==> config.mk <==
export PLATFORM = sky130hd
export DESIGN_NAME = cache_arbiter
export DESIGN_NICKNAME = d
export VERILOG_FILES = /design/src/rtl/cache_arbiter.sv
export SDC_FILE = /design/constraint.sdc
export NUM_CORES = 1
export LEC_CHECK = 0
export ABC_AREA = 0
export BUFFER_PORTS_ARGS = -buffer_cell sky130_fd_sc_hd__buf_2
export CAP_MARGIN = 15
export CORE_AREA = 2 2 544 546
export DETAILED_ROUTE_END_ITERATION = 12
export DIE_AREA = 0 0 546 548
export SETUP_SLACK_MARGIN = 0.05
export SLEW_MARGIN = 20
export SYNTH_ARGS = -nofsm -noshare
export SYNTH_HDL_FRONTEND = slang
export SYNTH_SLANG_ARGS = --single-unit
==> constraint.sdc <==
create_clock -name clk -period 14.9 [get_ports clk]
set_clock_uncertainty 0.15 [all_clocks]
set_input_delay 2.98 -clock clk [delete_from_list [all_inputs] [get_ports clk]]
set_output_delay 2.98 -clock clk [all_outputs]
set_load 0.03 [all_outputs]
==> src/rtl/cache_arbiter.sv <==
// cache_arbiter: shares one line memory port between I-cache and D-cache; a request seen in IDLE drives mem_* next cycle, one idle RELEASE cycle follows each mem_resp.
// Losers hold their level request until served. CACHE_ARB_ROUND_ROBIN_EN selects round-robin ties; otherwise the D-cache has fixed priority.
module cache_arbiter #(
  parameter int LINE_W = 256,
  parameter int ADDR_W = 32
) (
  input  logic              clk,
  input  logic              reset,
  input  logic              i_read,
  input  logic [ADDR_W-1:0] i_addr,
  output logic [LINE_W-1:0] i_rdata,
  output logic              i_resp,
  input  logic              d_read,
  input  logic              d_write,
  input  logic [ADDR_W-1:0] d_addr,
  input  logic [LINE_W-1:0] d_wdata,
  output logic [LINE_W-1:0] d_rdata,
  output logic              d_resp,
  output logic              mem_read,
  output logic              mem_write,
  output logic [ADDR_W-1:0] mem_addr,
  output logic [LINE_W-1:0] mem_wdata,
  input  logic [LINE_W-1:0] mem_rdata,
  input  logic              mem_resp
);

  typedef enum logic [1:0] {
    IDLE    = 2'd0,
    GRANT_I = 2'd1,
    GRANT_D = 2'd2,
    RELEASE = 2'd3
  } state_t;

  state_t            state, state_nxt;
  logic [ADDR_W-1:0] addr_q, addr_nxt;
  logic [LINE_W-1:0] wdata_q, wdata_nxt;
  logic              write_q, write_nxt;
  logic              i_req, d_req, pick_d, d_is_write, granted;

  assign i_req = i_read;
  assign d_req = d_read | d_write;
  // A simultaneous read+write from the D-cache is issued as a read.
  assign d_is_write = d_write & ~d_read;

`ifdef CACHE_ARB_ROUND_ROBIN_EN
  logic last_d_q, last_d_nxt;

  assign pick_d = d_req & (~i_req | ~last_d_q);

  always_ff @(posedge clk or posedge reset) begin
    if (reset) begin
      last_d_q <= 1'b0;
    end else begin
      last_d_q <= last_d_nxt;
    end
  end
`else
  assign pick_d = d_req;
`endif

  always_ff @(posedge clk or posedge reset) begin
    if (reset) begin
      state   <= IDLE;
      addr_q  <= '0;
      wdata_q <= '0;
      write_q <= 1'b0;
    end else begin
      state   <= state_nxt;
      addr_q  <= addr_nxt;
      wdata_q <= wdata_nxt;
      write_q <= write_nxt;
    end
  end

  always_comb begin
    state_nxt = state;
    addr_nxt  = addr_q;
    wdata_nxt = wdata_q;
    write_nxt = write_q;
    i_resp    = 1'b0;
    d_resp    = 1'b0;
`ifdef CACHE_ARB_ROUND_ROBIN_EN
    last_d_nxt = last_d_q;
`endif
    case (state)
      IDLE: begin
        if (pick_d) begin
          state_nxt = GRANT_D;
          addr_nxt  = d_addr;
          write_nxt = d_is_write;
          if (d_is_write) begin
            wdata_nxt = d_wdata;
          end
`ifdef CACHE_ARB_ROUND_ROBIN_EN
          last_d_nxt = 1'b1;
`endif
        end else if (i_req) begin
          state_nxt = GRANT_I;
          addr_nxt  = i_addr;
          write_nxt = 1'b0;
`ifdef CACHE_ARB_ROUND_ROBIN_EN
          last_d_nxt = 1'b0;
`endif
        end
      end
      GRANT_I: begin
        if (mem_resp) begin
          i_resp    = 1'b1;
          state_nxt = RELEASE;
        end
      end
      GRANT_D: begin
        if (mem_resp) begin
          d_resp    = 1'b1;
          state_nxt = RELEASE;
        end
      end
      RELEASE: begin
        state_nxt = IDLE;
      end
      default: begin
        state_nxt = IDLE;
      end
    endcase
  end

  // Strobes decode registered state only, so reset drops them without waiting for a clock.
  assign granted   = (state == GRANT_I) | (state == GRANT_D);
  assign mem_read  = granted & ~write_q;
  assign mem_write = granted & write_q;
  assign mem_addr  = addr_q;
  assign mem_wdata = wdata_q;
  assign i_rdata   = mem_rdata;
  assign d_rdata   = mem_rdata;

endmodule

==> summary.md, run 1 <==
| Metric | Value |
|---|---|
| Hold path cells | 2 |
| H-tree levels | 2 |
| Power, Total | 5312 uW |
| Reg-to-reg slack, setup | 10.66 ns |
| Cell variety after synth | 21 |
| XOR/XNOR share of the synthesized area | 0% |
| Syn_nets | 1,803 |
| Register area share after synthesis | 48.07% |
| Worst Hold Launch | mem_addr[18]$_DFFE_PP0P_ |
| Vias per Instance | 1.903 |
| PostCTS Resize Cnt | 0 |
| Max FO, Critical Path | 3 |
| Synth cell count leaders | buf_4 (517), dfrtp_1 (291), mux2_2 (257) |
| Starting DRT DRC Count | 477 |
| Min-Delay Endpoint | mem_addr[18]$_DFFE_PP0P_ |
| Final setup fails | 0 |
| Routability cong. | 0.8088 |
| Antenna violations before repair | 112 |
| Row cnt | 199 |
| Max Cap Viol | 0 |
| Slew HR | 38.41% |
| P per Cell Area | 257.4 nW/um^2 |
| Simple-gate share of the synthesized area | 1.280% |
| Mapped cell area | 15,150 sq um |
| EDFF count, synth | 0 |
| Number of buffers created by CTS | 45 |
| DRC violations left | 0 |
| Die Ht | 548 microns |
| CTS Root Cell | clkbuf_16 |
| Reg-to-Reg End | mem_wdata[84]$_DFFE_PP0P_ |
| Total track usage | 9.856% |
| Syn Inst Count | 1,217 |
| Post-CTS Hold Buffers | 0 |
| Final instance area | 20,630 sq um |
| Pre-antenna DRT Iters | 5 |
| Asr flop ratio synth | 100.0% |
| Port bufs | 617 |
| Final min period | 6.910 ns |
| DR WL/cell | 28.79 microns |
| CTS max path bufs | 3 |
| CTS tree | yes |
| Via count | 10,090 |
| Vias in the first global route | 10,690 |
| Yosys Warn Count | 0 |
| Period utilisation layout | 46.37% |
| CP required | 11.77 ns |
| Complex-gate fraction of the synthesized area | 1.173% |
| RR Startpoint | state[1]$_DFFE_PP0P_ |
| Slew @ Worst Pin | 0.9238 ns |
| Syn Area/Cell | 12.45 sq um |
| Fraction of layout cells with a size suffix above 1 | 70.25% |
| Core region area | 293,100 sq um |
| Worst hold path class | flop to flop |
| LEAKAGE | 0.008346 uW |
| Most frequent cell after synthesis | buf_4 |
| Filler cells | 34,250 |
| Top cell type's share of synthesized area | 48.07% |
| Placed Area | 19,060 sq um |
| Critical path class | primary input to primary output |
| Fmax | 144.7 MHz |
| Largest net degree at the start of global routing | 92 |
| Top cell type by total area after synthesis | dfrtp_1 |
| Post-synthesis register bit count | 291 |
| Final std cells w/o fill | 5,302 |
| Total Wirelength | 152,600 microns |
| First-pass GRT wire length | 176,900 microns |
| Synth area leaders | dfrtp_1 (48%), buf_4 (26%), mux2_2 (19%) |
| Nets | 1,929 |
| Synth Area in Adders | 0.3304% |
| Post-DP HPWL | 138,600 microns |
| Hold Vio Cnt, Final | 0 |
| Total grt overflow | 0 |
| Remaining antenna violation count after routing | 0 |
| Largest family of logic cells by synthesized area | buffers and inverters |
| Top_reg_cell synth | dfrtp_1 |
| Seq. cell area | 7282 sq um |
| Width of the die | 546 microns |
| CTS sink cnt | 291 |
| Io pins | 1,386 |
| Initial Util | 5.169% |
| Placed Cells | 5,215 |
| CP Data Arrival Time | 3.78 ns |
| Slew Viols, Final | 0 |
| Mux cell area share after synthesis | 21.35% |
| Clock-pin slew on the worst setup and hold paths | 0.06 ns |
| Startpoint types | primary input |
| Worst-skew pair later-pin latency | 0.65 ns |
| Outcome | finished, final reports clean |
| Layout area overhead | 36.21% |
| R2r worst-path depth | 7 |
| Post-CTS Setup Bufs | 0 |
| Area of the multi-input gates | 3680 sq um |
| Die area | 299,200 sq um |
| RSZ-0062 raised after global routing | no |
| Setup TNS | 0 ns |
| Critical path endpoint category | primary output |
| Peak supply drop | 0.1021 mV |
## report_power, final
group | switching, uW | internal [uW] | total, uW
logic | 2130 | 629 | 2760
registers | 216 | 1190 | 1400
clock network | 470 | 682 | 1150
total | 2810 | 2500 | 5310
## worst max-delay path: stages
cell    delay, ns
buf_2        0.19
and2_1       0.23
buf_2        0.36
## area by class of cell
type,count,area share (%)
antenna,8,0.09702
clock buffer,55,5.985
clock inverter,24,1.540
inverter,3,0.09095
multi-input combinational,373,17.83
sequential,291,35.29
tap,3919,23.76
timing repair buffer,629,15.40
## worst max path at each step
stage              from                       to  slack [ns]  cells after the start
4_1_cts        mem_resp                   d_resp        7.86                      3
3_3_place_gp   mem_resp                   d_resp        7.87                      3
5_1_grt        mem_resp                   d_resp        7.89                      3
6_report       mem_resp                   d_resp        7.99                      3
2_1_floorplan     reset  mem_addr[0]$_DFFE_PP0P_        3.74                      1
3_5_place_dp   mem_resp                   d_resp        7.86                      3
## cells in the final DEF (no fill, tap or decap), drive strengths merged
cell      netlist  final
clkinv          0      9
clkinvlp        0      3
mux2          257    257
dfrtp         291    291
inv             3     10
bufinv          0      5
a21oi           2      2
nor2b           2      2
nor3            1      1
mux2i          34     34
nand2          34     34
ha              4      4
nand3b          1      1
o21ai          32     32
nor2            2      2
diode           0      8
and2            3      3
clkbuf          2     55
buf           548    629
o31ai           1      1
## state kept, by name, summed over array words and instances, names as in the netlist
register	count
mem_wdata	256
mem_addr	32
state	2
write_q	1
## metal layers
| layer | vias to the layer above | track usage, % | wire [microns] |
|---|---|---|---|
| li1 | 3767 | - | - |
| met1 | 4580 | 7.487 | 40560 |
| met2 | 1213 | 13.95 | 61120 |
| met3 | 526 | 13.00 | 43680 |
| met4 | 4 | 4.259 | 7227 |
| met5 | - | 0.2374 | 53 |
## cells by family (layout without fill, tap and decap cells)
| logic type | Yosys count | count (layout) |
|---|---|---|
| compound gates | 35 | 35 |
| fa+ha+maj | 4 | 4 |
| buf+inv | 553 | 711 |
| flops | 291 | 291 |
| mux | 291 | 291 |
| other cells | 0 | 8 |
| simple gates | 43 | 43 |
## metrics by stage
step,utilization (%),setup WS (ns),hold WS [ns]
floorplan,-,3.736,0.3112
global placement,6.503,7.866,0.3106
detailed placement,6.504,7.858,0.3205
CTS,7.034,7.858,0.3364
global route,7.041,7.887,0.3582
finish,7.041,7.990,0.3309
No activity file was read; power rests on OpenSTA's default activity.
==> run 2, diff against run 1 <==
- CORE_AREA: 2 2 544 546 -> 2 2 533 535
- DIE_AREA: 0 0 546 548 -> 0 0 535 537
- clock period: 14.9 -> 6.8 ns (I/O delays scaled with it)
==> summary.md, run 2 (synthesized netlist as in run 1, its figures left out) <==
| Metric | Value |
|---|---|
| Outcome | finished, final reports clean |
| Worst setup path start | mem_resp |
| Reg-to-reg slack, setup | 4.05 ns |
| Reg-to-Reg End | mem_wdata[8]$_DFFE_PP0P_ |
| Max reg flops | 256 |
| Remaining antenna violation count after routing | 0 |
| Clock-pin slew on the worst setup and hold paths | 0.06 ns |
| Total track usage | 10.45% |
| CTS sink cnt | 291 |
| RR Startpoint | state[1]$_DFFE_PP0P_ |
| Width of the die | 535 microns |
| DR WL/cell | 30.38 microns |
| CTS max path bufs | 3 |
| Total Wirelength | 156,300 microns |
| Most common cell after layout, fill and taps aside | buf_2 |
| Slew HR | 39.67% |
| Starting DRT DRC Count | 509 |
| Most frequent cells in the layout | buf_2 (617), dfrtp_1 (291), mux2_2 (257), clkbuf_16 (43) |
| CP required | 5.29 ns |
| Max Cap Viol | 0 |
| Seq. cell area | 7282 sq um |
| Via count | 10,330 |
| Period utilisation layout | 50.99% |
| Critical path class | primary input to primary output |
| Fraction of layout cells with a size suffix above 1 | 70.13% |
| Io pins | 1,386 |
| Fmax | 288.4 MHz |
| PostCTS Resize Cnt | 0 |
| Row cnt | 195 |
| Die area | 287,300 sq um |
| Port bufs | 617 |
| Worst-skew pair later-pin latency | 0.66 ns |
| CTS tree | yes |
| Hold path cells | 2 |
| Post-DP HPWL | 141,700 microns |
| Max FO, Critical Path | 3 |
| Total grt overflow | 0 |
| Layout area overhead | 35.65% |
| DRC violations left | 0 |
| Final instance area | 20,550 sq um |
| Min-Delay Endpoint | mem_addr[24]$_DFFE_PP0P_ |
| Initial Util | 5.385% |
| Power, Total | 11,540 uW |
| Area of the multi-input gates | 3675 sq um |
| Die Ht | 537 microns |
| Antenna violations before repair | 156 |
| CP Data Arrival Time | 1.96 ns |
| Vias per Instance | 2.007 |
| RSZ-0062 raised after global routing | no |
| Filler cells | 32,760 |
| Final min period | 3.467 ns |
| CTS Root Cell | clkbuf_16 |
| Critical path endpoint category | primary output |
| Pre-antenna DRT Iters | 4 |
| Largest net degree at the start of global routing | 110 |
| P per Cell Area | 561.6 nW/um^2 |
| Core region area | 281,300 sq um |
| Post-CTS Hold Buffers | 0 |
| R2r worst-path depth | 5 |
| Number of buffers created by CTS | 43 |
| Nets | 1,928 |
| H-tree levels | 2 |
| Post-CTS Setup Bufs | 0 |
| Setup TNS | 0 ns |
| LEAKAGE | 0.008373 uW |
| Final setup fails | 0 |
| Slew Viols, Final | 0 |
| Worst hold path class | flop to flop |
| First-pass GRT wire length | 178,200 microns |
| Routability cong. | 0.7570 |
| Startpoint types | primary input |
| Hold Vio Cnt, Final | 0 |
| Placed Area | 18,890 sq um |
| Peak supply drop | 0.2076 mV |
| Slew @ Worst Pin | 0.9049 ns |
| Vias in the first global route | 10,550 |
| Worst Hold Launch | mem_addr[24]$_DFFE_PP0P_ |
[run 2: cell types whose count changed in the layout (fill, tap and decap cells not counted), sizes merged]
cell	previous run	this run
clkbuf	55	52
bufinv	5	8
clkinvlp	3	6
inv	10	11
clkinv	9	5
buf	629	630
diode	8	25
[run 2: critical path, cell delays in order]
cell    delay, ns
buf_2        0.11
and2_1       0.13
buf_2        0.34
[run 2: metrics by stage]
step / std cells / hold WS (ns) / setup WS, ns / util [%]
after floorplan: 1217 / 0.3112 / 1.429 / -
after global placement: 5040 / 0.3114 / 3.321 / 6.715
after detailed placement: 5040 / 0.3216 / 3.309 / 6.715
after CTS: 5119 / 0.3366 / 3.266 / 7.283
after global routing: 5141 / 0.3607 / 3.199 / 7.302
final: 5144 / 0.3295 / 3.333 / 7.305
[run 2: worst max-delay path by stage]
stage / end / slack [ns] / depth (start not counted)
detailed placement: d_resp / 3.31 / 3
global placement: d_resp / 3.32 / 3
CTS: mem_write / 3.27 / 4
floorplan: mem_addr[0]$_DFFE_PP0P_ / 1.43 / 1
global route: mem_read / 3.20 / 4
finish: d_resp / 3.33 / 3
[run 2: layout make-up]
cell class                      instances  area share (%)
Sequential cell                       291           35.44
Tap cell                             3743           22.79
Multi-Input combinational cell        373           17.88
Timing Repair Buffer                  630           15.75
Clock buffer                           52           5.595
Clock inverter                         27           2.174
Antenna cell                           25          0.3044
Inverter                                3         0.07306
[run 2: power breakdown]
| part | total (uW) | switching (uW) | internal (uW) |
|---|---|---|---|
| Clock | 2610 | 1070 | 1540 |
| Sequential | 3080 | 477 | 2600 |
| Combinational | 5850 | 4460 | 1390 |
| Total | 11500 | 6010 | 5530 |
[run 2: per-layer routing]
layer  vias up  GRT usage, %  wire (microns)
met5         -         1.793             734
met4        12         6.234           10870
met3       638         13.75           44580
met2      1262         14.35           61040
met1      4640         7.570           39030
li1       3774             -               -
==> run 3, diff against run 2 <==
- clock period: 6.8 -> 3.6 ns (I/O delays scaled with it)
==> summary.md, run 3 (synthesized netlist as in run 1, its figures left out) <==
| Metric | Value |
|---|---|
| Hold Vio Cnt, Final | 0 |
| CP required | 3.97 ns |
| Post-DP HPWL | 142,900 microns |
| Via count | 10,290 |
| Period utilisation layout | 79.19% |
| Core region area | 281,300 sq um |
| Vias in the first global route | 10,780 |
| Fmax | 350.8 MHz |
| Reg-to-reg slack, setup | 0.75 ns |
| Final min period | 2.851 ns |
| Worst hold path class | primary input to flop |
| Nets | 1,947 |
| Peak supply drop | 0.3785 mV |
| Pre-antenna DRT Iters | 5 |
| Largest net degree at the start of global routing | 59 |
| Post-CTS Hold Buffers | 1 |
| Total track usage | 10.46% |
| RSZ-0062 raised after global routing | no |
| CTS sink cnt | 291 |
| Routability cong. | 0.7650 |
| Clock-pin slew on the worst setup and hold paths | 0.06 ns |
| P per Cell Area | 1047 nW/um^2 |
| Worst slack, placed | 0.3209 ns |
| Slew HR | 42.72% |
| Filler cells | 32,790 |
| Die Ht | 537 microns |
| Max Cap Viol | 0 |
| Final setup margin | 0.7493 ns |
| Fraction of layout cells with a size suffix above 1 | 70.69% |
| Max FO, Critical Path | 41 |
| Antenna violations before repair | 144 |
| Setup TNS | 0 ns |
| Worst-skew pair later-pin latency | 0.66 ns |
| Post-CTS Setup Bufs | 0 |
| PostCTS Resize Cnt | 0 |
| H-tree levels | 2 |
| Starting DRT DRC Count | 462 |
| Critical path endpoint category | flop |
| Max reg flops | 256 |
| DRC violations left | 0 |
| Most common cell after layout, fill and taps aside | buf_2 |
| First-pass GRT wire length | 179,300 microns |
| CP Data Arrival Time | 3.22 ns |
| Layout area overhead | 36.35% |
| CTS Root Cell | clkbuf_16 |
| Critical path class | flop to flop |
| DR WL/cell | 30.31 microns |
| Startpoint types | flop |
| Vias per Instance | 1.994 |
| Port bufs | 617 |
| Slew @ Worst Pin | 0.8353 ns |
| Initial Util | 5.385% |
| Number of buffers created by CTS | 42 |
| Die area | 287,300 sq um |
| Total grt overflow | 0 |
| LEAKAGE | 0.008456 uW |
| CTS tree | yes |
| Row cnt | 195 |
| Outcome | finished, final reports clean |
| Total Wirelength | 156,400 microns |
| Slew Viols, Final | 0 |
| Remaining antenna violation count after routing | 0 |
| CTS max path bufs | 3 |
| Most frequent cells in the layout | buf_2 (617), dfrtp_1 (291), mux2_2 (257), clkbuf_16 (42) |
| Final setup fails | 0 |
| Width of the die | 535 microns |
| Io pins | 1,386 |
run 3: metrics by stage:
step / hold WS, ns / power (uW) / area [sq um] / instances / utilization [%]
4_1_cts: 0.06100 / 22220 / 20590 / 5135 / 7.320
3_3_place_gp: 0.3110 / 17090 / 19050 / 5058 / 6.772
6_report: 0.1340 / 21640 / 20660 / 5160 / 7.343
2_1_floorplan: 0.3112 / 12090 / 15150 / 1217 / -
3_5_place_dp: 0.3215 / 17260 / 19060 / 5059 / 6.777
5_1_grt: 0.09262 / 23200 / 20640 / 5153 / 7.336
run 3: final cells by class:
cell class                      count  area [sq um]  area share [%]
Timing Repair Buffer              650          3413           16.52
Sequential cell                   291          7282           35.25
Inverter                            3         15.01         0.07269
Multi-Input combinational cell    373          3680           17.81
Clock inverter                     26         392.9           1.902
Tap cell                         3743          4683           22.67
Antenna cell                       25         62.56          0.3029
Clock buffer                       49          1127           5.458
run 3: critical path: stages (launching register included):
cell	delay, ns
dfrtp_1	0.39
inv_1	0.12
ha_1	0.59
nand3b_4	0.57
buf_12	0.40
mux2_2	0.34
run 3: metal layers:
layer | up-vias | wire length (microns) | track usage, %
li1 | 3809 | - | -
met4 | 6 | 10150 | 5.657
met2 | 1247 | 62240 | 14.77
met1 | 4634 | 38540 | 7.483
met3 | 591 | 45320 | 13.95
met5 | - | 131 | 0.3125
run 3: final timing paths:
check / cells past startpoint / end / start
max reg2reg: 5 / mem_wdata[208]$_DFFE_PP0P_ / state[0]$_DFFE_PP0P_
min in group asynchronous: 3 / mem_wdata[63]$_DFFE_PP0P_ / reset
min reg2reg: 2 / mem_addr[24]$_DFFE_PP0P_ / mem_addr[24]$_DFFE_PP0P_
max: 5 / mem_wdata[208]$_DFFE_PP0P_ / state[0]$_DFFE_PP0P_
min: 2 / mem_wdata[126]$_DFFE_PP0P_ / d_wdata[126]
max in group asynchronous: 5 / mem_wdata[232]$_DFFE_PP0P_ / reset
run 3: report_power, final:
group          total [uW]  internal [uW]  switching, uW
Sequential           5830           4920            915
Combinational       11100           2650           8430
Clock                4730           2790           1940
